[src/rtl/bp_me_wormhole_out_arbiter_if.sv]
// Flit bus between the input-channel adapters and one wormhole output link.
// slave: the arbiter's view. master: the side driving input flits and
// downstream ready.
interface bp_me_wormhole_out_arbiter_if #(
  parameter int num_in_p = 5,
  parameter int width_p  = 16
);
  logic [num_in_p*width_p-1:0] data_i;
  logic [num_in_p-1:0]         v_i;
  logic [num_in_p-1:0]         ready_o;
  logic [width_p-1:0]          data_o;
  logic                        v_o;
  logic                        ready_i;
  logic [num_in_p-1:0]         grant_o;
  logic                        busy_o;

  modport slave (
    input  data_i, v_i, ready_i,
    output ready_o, data_o, v_o, grant_o, busy_o
  );

  modport master (
    output data_i, v_i, ready_i,
    input  ready_o, data_o, v_o, grant_o, busy_o
  );
endinterface

[src/rtl/bp_me_wormhole_out_arbiter.sv]
// Packet-granular round-robin allocator for one wormhole output link.
// The grant is taken on a header flit and held until the last body flit is
// accepted. The datapath is a pure mux, so flits pass with zero latency.
module bp_me_wormhole_out_arbiter #(
  parameter int num_in_p       = 5,
  parameter int width_p        = 16,
  parameter int x_cord_width_p = 4,
  parameter int y_cord_width_p = 4,
  parameter int len_width_p    = 4
) (
  input  logic                          clk_i,
  input  logic                          reset_i,
  bp_me_wormhole_out_arbiter_if.slave   bus
);
  localparam int PW   = $clog2(num_in_p);
  localparam int LOFF = x_cord_width_p + y_cord_width_p;

  typedef enum logic {IDLE, BUSY} state_e;

  state_e                 state;
  logic [PW-1:0]          rr_ptr;
  logic [PW-1:0]          owner;
  logic [len_width_p-1:0] cnt;

  logic [PW-1:0]          sel;
  logic                   sel_v;
  logic [num_in_p-1:0]    gnt;
  logic [width_p-1:0]     flit;
  logic                   xfer;

  // Pick the channel to mux: the packet owner while busy, otherwise the first
  // valid channel at or above rr_ptr, wrapping modulo num_in_p.
  always_comb begin
    int            idx;
    logic [PW-1:0] cand;
    idx   = 0;
    cand  = '0;
    sel   = '0;
    sel_v = 1'b0;
    if (state == BUSY) begin
      sel   = owner;
      sel_v = 1'b1;
    end else begin
      for (int i = 0; i < num_in_p; i++) begin
        idx = int'(rr_ptr) + i;
        if (idx >= num_in_p) idx = idx - num_in_p;
        cand = PW'(idx);
        if (!sel_v && bus.v_i[cand]) begin
          sel   = cand;
          sel_v = 1'b1;
        end
      end
    end
  end

  // Outputs are forced quiet while reset is asserted, even mid-packet.
  assign gnt         = (sel_v && !reset_i) ? ({{(num_in_p-1){1'b0}}, 1'b1} << sel) : '0;
  assign flit        = bus.data_i[sel*width_p +: width_p];
  assign bus.data_o  = flit;
  assign bus.v_o     = (|gnt) & bus.v_i[sel];
  assign bus.grant_o = gnt;
  assign bus.ready_o = gnt & {num_in_p{bus.ready_i}};
  assign bus.busy_o  = (state == BUSY) & ~reset_i;
  assign xfer        = bus.v_o & bus.ready_i;

  // Packet FSM: the header transfer advances rr_ptr and, for multi-flit
  // packets, locks the owner until cnt body flits have been accepted.
  always_ff @(posedge clk_i) begin
    if (reset_i) begin
      state  <= IDLE;
      rr_ptr <= '0;
      owner  <= '0;
      cnt    <= '0;
    end else begin
      case (state)
        IDLE: begin
          if (xfer) begin
            rr_ptr <= (sel == PW'(num_in_p-1)) ? '0 : sel + 1'b1;
            if (flit[LOFF +: len_width_p] != '0) begin
              cnt   <= flit[LOFF +: len_width_p];
              owner <= sel;
              state <= BUSY;
            end
          end
        end
        BUSY: begin
          if (xfer) begin
            cnt <= cnt - 1'b1;
            if (cnt == len_width_p'(1)) state <= IDLE;
          end
        end
        default: state <= IDLE;
      endcase
    end
  end

`ifndef SYNTHESIS
  // Grant stays one-hot or empty; no channel handshakes without v_o.
  always_ff @(posedge clk_i) begin
    if (!reset_i) begin
      assert ($onehot0(bus.grant_o));
      assert (bus.v_o || ((bus.ready_o & bus.v_i) == '0));
    end
  end
`endif
endmodule

[src/flat_wrapper.sv]
// flat-port wrapper written by rule: the top's interface ports become plain ports
module bp_me_wormhole_out_arbiter_flat 
#(
  parameter int num_in_p       = 5,
  parameter int width_p        = 16,
  parameter int x_cord_width_p = 4,
  parameter int y_cord_width_p = 4,
  parameter int len_width_p    = 4
)
  (clk_i, reset_i, bus_data_i, bus_v_i, bus_ready_i, bus_ready_o, bus_data_o, bus_v_o, bus_grant_o, bus_busy_o);
  bp_me_wormhole_out_arbiter_if #(.num_in_p(num_in_p), .width_p(width_p)) bus_i ();
  input  logic clk_i;
  input  logic reset_i;
  input wire logic [$bits(bus_i.data_i)-1:0] bus_data_i;
  input wire logic [$bits(bus_i.v_i)-1:0] bus_v_i;
  input wire logic [$bits(bus_i.ready_i)-1:0] bus_ready_i;
  output wire logic [$bits(bus_i.ready_o)-1:0] bus_ready_o;
  output wire logic [$bits(bus_i.data_o)-1:0] bus_data_o;
  output wire logic [$bits(bus_i.v_o)-1:0] bus_v_o;
  output wire logic [$bits(bus_i.grant_o)-1:0] bus_grant_o;
  output wire logic [$bits(bus_i.busy_o)-1:0] bus_busy_o;
  assign bus_i.data_i = bus_data_i;
  assign bus_i.v_i = bus_v_i;
  assign bus_i.ready_i = bus_ready_i;
  assign bus_ready_o = bus_i.ready_o;
  assign bus_data_o = bus_i.data_o;
  assign bus_v_o = bus_i.v_o;
  assign bus_grant_o = bus_i.grant_o;
  assign bus_busy_o = bus_i.busy_o;
  bp_me_wormhole_out_arbiter #(.num_in_p(num_in_p), .width_p(width_p), .x_cord_width_p(x_cord_width_p), .y_cord_width_p(y_cord_width_p), .len_width_p(len_width_p)) u_core (.clk_i(clk_i), .reset_i(reset_i), .bus(bus_i));
endmodule
[config.mk]
export PLATFORM = sky130hd
export DESIGN_NAME = bp_me_wormhole_out_arbiter_flat
export DESIGN_NICKNAME = d
export VERILOG_FILES = /design/src/rtl/bp_me_wormhole_out_arbiter_if.sv /design/src/rtl/bp_me_wormhole_out_arbiter.sv /design/src/flat_wrapper.sv
export SDC_FILE = /design/constraint.sdc
export NUM_CORES = 1
export LEC_CHECK = 0
export ABC_AREA = 1
export BUFFER_PORTS_ARGS = -buffer_cell sky130_fd_sc_hd__buf_2
export CAP_MARGIN = 20
export CORE_MARGIN = 2
export CORE_UTILIZATION = 43
export CTS_BUF_LIST = sky130_fd_sc_hd__clkbuf_4 sky130_fd_sc_hd__clkbuf_8
export DETAILED_ROUTE_END_ITERATION = 10
export GPL_TIMING_DRIVEN = 0
export PLACE_DENSITY = 0.77
export SETUP_SLACK_MARGIN = 0.3
export SLEW_MARGIN = 5
export SYNTH_ARGS = -nofsm -noshare
export SYNTH_HDL_FRONTEND = slang
export SYNTH_SLANG_ARGS = --single-unit
[constraint.sdc]
create_clock -name clk_i -period 9.85 [get_ports clk_i]
set_input_delay 0.4925 -clock clk_i [delete_from_list [all_inputs] [get_ports clk_i]]
set_output_delay 0.4925 -clock clk_i [all_outputs]
set_load 0.005 [all_outputs]
==> results.yml <==
run_status:
  status: "completed"
place:
  place_congestion: 0.901
  portBuffers: 114
  detailedPlacementHpwl_um: 7550
final_layout:
  layout-area-overhead-vs-synth_pct: 26.0
  post_route_cells_drive_above_1_share_pct: 30.6
  utilization_pct: 55.2
  register_area_um2: 220
  antennaDiodeCount: 0
  multiInputGateArea_um2: 2240
  final_net_count: 699
  n_fill_cell: 642
setup_path:
  worstPathCellList: "inv_1, ha_1, ha_1, o21ai_1, nand3_1, nand2_2, nand2_1, nand3_1, nand2_1, nand2_1, o21ai_2, nor2_4, nand2_2, nand3_1, nand2_1, nand2_1, buf_2, clkbuf_1, ha_1, inv_1, nor3_1, buf_2"
  crit_type: "reg2out"
  cp_slowest_cell: "sky130_fd_sc_hd__dfxtp_1"
  worst-path-max-fanout: 10
  max_stage_delay_ps: 560
  library_cell_appearing_most_often_on_the_critical_path: "sky130_fd_sc_hd__nand2_1"
  critical_path.top_delay_family: "simple AND/OR/NAND/NOR gates"
  cp.arrival_ps: 4600
  cp_num_buf_inv: 5
  crit_path_end_kind: "output pin"
  cp.required_ps: 9360
  cp-start-kind: "flip-flop"
routing:
  drt-wirelength-per-cell_um: 13.6
  route.met3.wl_um: 639
  dr.max_layer_used: "met4"
  first_drt_iteration_drcs: 228
  ant_nets: 0
  route.met2.wl_um: 4290
  wl_um: 9200
  drt_pre_antenna_iters: 5
  via_count: 3749
  route.detailed.vias_per_inst: 5.55
  met1_length_um: 4230
  number_of_drc_violations_after_detailed_routing: 0
logic_synthesis:
  edff_count_synth: 0
  yosys_register_bits: 11
  syn_avg_cell_area_um2: 5.73
  synth.yosys.seq_area_share_pct: 8.00
  mappedNetlistArea_um2: 2750
  synth_top_flop_cell: "sky130_fd_sc_hd__dfxtp_1"
  post_synth_inst_count: 480
  async_reset_ff_share_pct: 0
  postSynthNetCount: 580
  synth.lib_cells_used.distinct: 38
  synth-warning-count: 0
sta:
  fin_setup_tns_ps: 0
  slew_viol_final: 0
  setup_viol: 0
  timing.max_slew.rel_slack_pct: 62.4
  post-route-min-period_ps: 5090
  timing_worst_slew_pin_value_ps: 565
  setup_repair_after_global_routing_missed_its_margin: "false"
  hold_viol: 0
  final.period_utilization_pct: 51.7
  skew_ps: 0.136
  max_freq_mhz: 197
global_route:
  vias_in_the_first_global_route: 3284
  grt_first_pass_wirelength_um: 15200
  globalRoute.totalOverflow: 0
  grtUsageTotal_pct: 25.3
  pin_count_of_the_biggest_net_entering_global_routing: 11
  antenna_found_initial: 0
pwr:
  ir_worst_vdd_mv: 0.358
  cellPowerDensity_nw_per_um2: 443
  power.clock.fraction_pct: 3.0
  power_report.internal_total_uw: 599
  seq_power_share_pct: 4.3
  power_leakage_uw: 0.00187
  comb_power_share_pct: 92.7
  power_switching_uw: 939
  switching_share_pct: 61.1
floorplan:
  core_area_um2: 6280
  fp.dieArea_um2: 7050
  io_pins: 116
  row_count: 29
  die_h_um: 84.0
  initial_cell_density_of_the_core_pct: 43.8
  die_w_um: 84.0
clocking:
  tritoncts: "done"
  clk_path_buf_depth: 2
  worst_setup_hold_path_clk_slew_ps: 50
  number_of_buffers_created_by_cts: 3
  post-cts-setup-buffer-count: 0
  clk-insertion-delay-late_ps: 230
  clock-root-buffer: "sky130_fd_sc_hd__clkbuf_8"
  cts_hold_buf: 0
  postCtsResizedCells: 0
  clk_sinks: 11
  cts_htree_levels: 1
hold_path:
  worst_hold_path_type: "in2reg"
run:
  drv.max_cap_violation_count: 0
==> cells by family after synthesis <==
kind of cell	Yosys count	share of synthesized area, %
buffers and inverters	72	10.6
DFF	11	8.00
adders and majority gates	12	5.73
AOI/OAI and AO/OA	74	17.7
and+or+nand+nor	309	57.3
xor gates and xnor gates	2	0.637
==> sequential cells by signal, indices dropped and copies added, names as in the netlist <==
name / cells
u_core.rr_ptr: 3
u_core.owner: 3
u_core.state: 1
u_core.cnt: 4
==> cells in the mapped netlist (4+ instances only) <==
cell type / n / area (um^2)
sky130_fd_sc_hd__a21oi_1: 13 / 65.1
sky130_fd_sc_hd__a22o_1: 12 / 105
sky130_fd_sc_hd__buf_2: 4 / 20.0
sky130_fd_sc_hd__clkbuf_1: 8 / 30.0
sky130_fd_sc_hd__dfxtp_1: 11 / 220
sky130_fd_sc_hd__ha_1: 11 / 138
sky130_fd_sc_hd__inv_1: 45 / 169
sky130_fd_sc_hd__inv_2: 7 / 26.3
sky130_fd_sc_hd__nand2_1: 108 / 405
sky130_fd_sc_hd__nand2_2: 20 / 125
sky130_fd_sc_hd__nand2_4: 4 / 45.0
sky130_fd_sc_hd__nand3_1: 95 / 475
sky130_fd_sc_hd__nand3_2: 8 / 80.1
sky130_fd_sc_hd__nand4_1: 13 / 81.3
sky130_fd_sc_hd__nor2_1: 38 / 143
sky130_fd_sc_hd__nor3_1: 6 / 30.0
sky130_fd_sc_hd__o211ai_1: 14 / 105
sky130_fd_sc_hd__o21ai_0: 20 / 100
sky130_fd_sc_hd__o21ai_1: 6 / 30.0
sky130_fd_sc_hd__o21ai_2: 5 / 43.8
==> final cells by class <==
cell class / instances / share of cell area (%)
multi-input cells: 397 / 64.6
repair buffers: 114 / 16.5
flip-flops and latches: 11 / 6.35
inverters: 56 / 6.13
well taps: 77 / 2.78
plain buffers: 16 / 2.31
clock buffers: 4 / 1.41
==> worst register-to-register path, delay by kind of cell, from the launching register on <==
| kind | cells | cell delay (ps) |
|---|---|---|
| simple gates | 19 | 2040 |
| buf+inv | 4 | 890 |
| fa+ha+maj | 3 | 880 |
| flops | 1 | 560 |
| compound gates | 2 | 310 |
==> power groups by stage <==
stage          registers [uW]  logic [uW]  clock network [uW]
2_1_floorplan            63.5        1010                   0
3_3_place_gp             66.4        1370                   0
3_5_place_dp             66.5        1390                   0
4_1_cts                  65.7        1400                48.0
5_1_grt                  67.3        1570                50.4
6_report                 65.8        1430                46.5
==> per-stage QoR <==
stage / hold slack, ps / cells / setup WS, ps / power [uW] / instance area [um^2]
floorplan: 451 / 480 / 5880 / 1080 / 2750
global placement: 464 / 671 / 5190 / 1440 / 3420
detailed placement: 473 / 671 / 5130 / 1460 / 3420
CTS: 466 / 675 / 4860 / 1510 / 3470
global route: 483 / 675 / 4270 / 1690 / 3470
finish: 476 / 675 / 4760 / 1540 / 3470
==> worst paths after layout <==
check,endpoint,slack (ps),cells past startpoint,start
max,bus_ready_o[3],4760,22,u_core.rr_ptr[1]
min,u_core.rr_ptr[0],480,2,reset_i
max reg2reg,u_core.owner[1],5060,28,u_core.rr_ptr[1]
min reg2reg,u_core.owner[2],480,2,u_core.owner[2]
==> placed cells by master, fill, tap and decap left out, types with 4 or more instances in the layout <==
| cell type | Yosys | routed |
|---|---|---|
| sky130_fd_sc_hd__buf_2 | 4 | 118 |
| sky130_fd_sc_hd__nand2_1 | 108 | 108 |
| sky130_fd_sc_hd__nand3_1 | 95 | 95 |
| sky130_fd_sc_hd__inv_1 | 45 | 45 |
| sky130_fd_sc_hd__nor2_1 | 38 | 38 |
| sky130_fd_sc_hd__nand2_2 | 20 | 20 |
| sky130_fd_sc_hd__o21ai_0 | 20 | 20 |
| sky130_fd_sc_hd__o211ai_1 | 14 | 14 |
| sky130_fd_sc_hd__nand4_1 | 13 | 13 |
| sky130_fd_sc_hd__a21oi_1 | 13 | 13 |
| sky130_fd_sc_hd__a22o_1 | 12 | 12 |
| sky130_fd_sc_hd__ha_1 | 11 | 11 |
| sky130_fd_sc_hd__dfxtp_1 | 11 | 11 |
| sky130_fd_sc_hd__nand3_2 | 8 | 8 |
| sky130_fd_sc_hd__clkbuf_1 | 8 | 8 |
| sky130_fd_sc_hd__inv_2 | 7 | 7 |
| sky130_fd_sc_hd__o21ai_1 | 6 | 6 |
| sky130_fd_sc_hd__nor3_1 | 6 | 6 |
| sky130_fd_sc_hd__o21ai_2 | 5 | 5 |
| sky130_fd_sc_hd__nand2_4 | 4 | 4 |
==> routing by layer <==
metal  GRT usage [%]  vias to the layer above
met3            2.47                        8
met4            3.08                        0
li1                -                     1873
met5               0                        -
met1            37.8                     1715
met2            40.1                      153
Note: power is estimated with default switching activity, not from simulation.
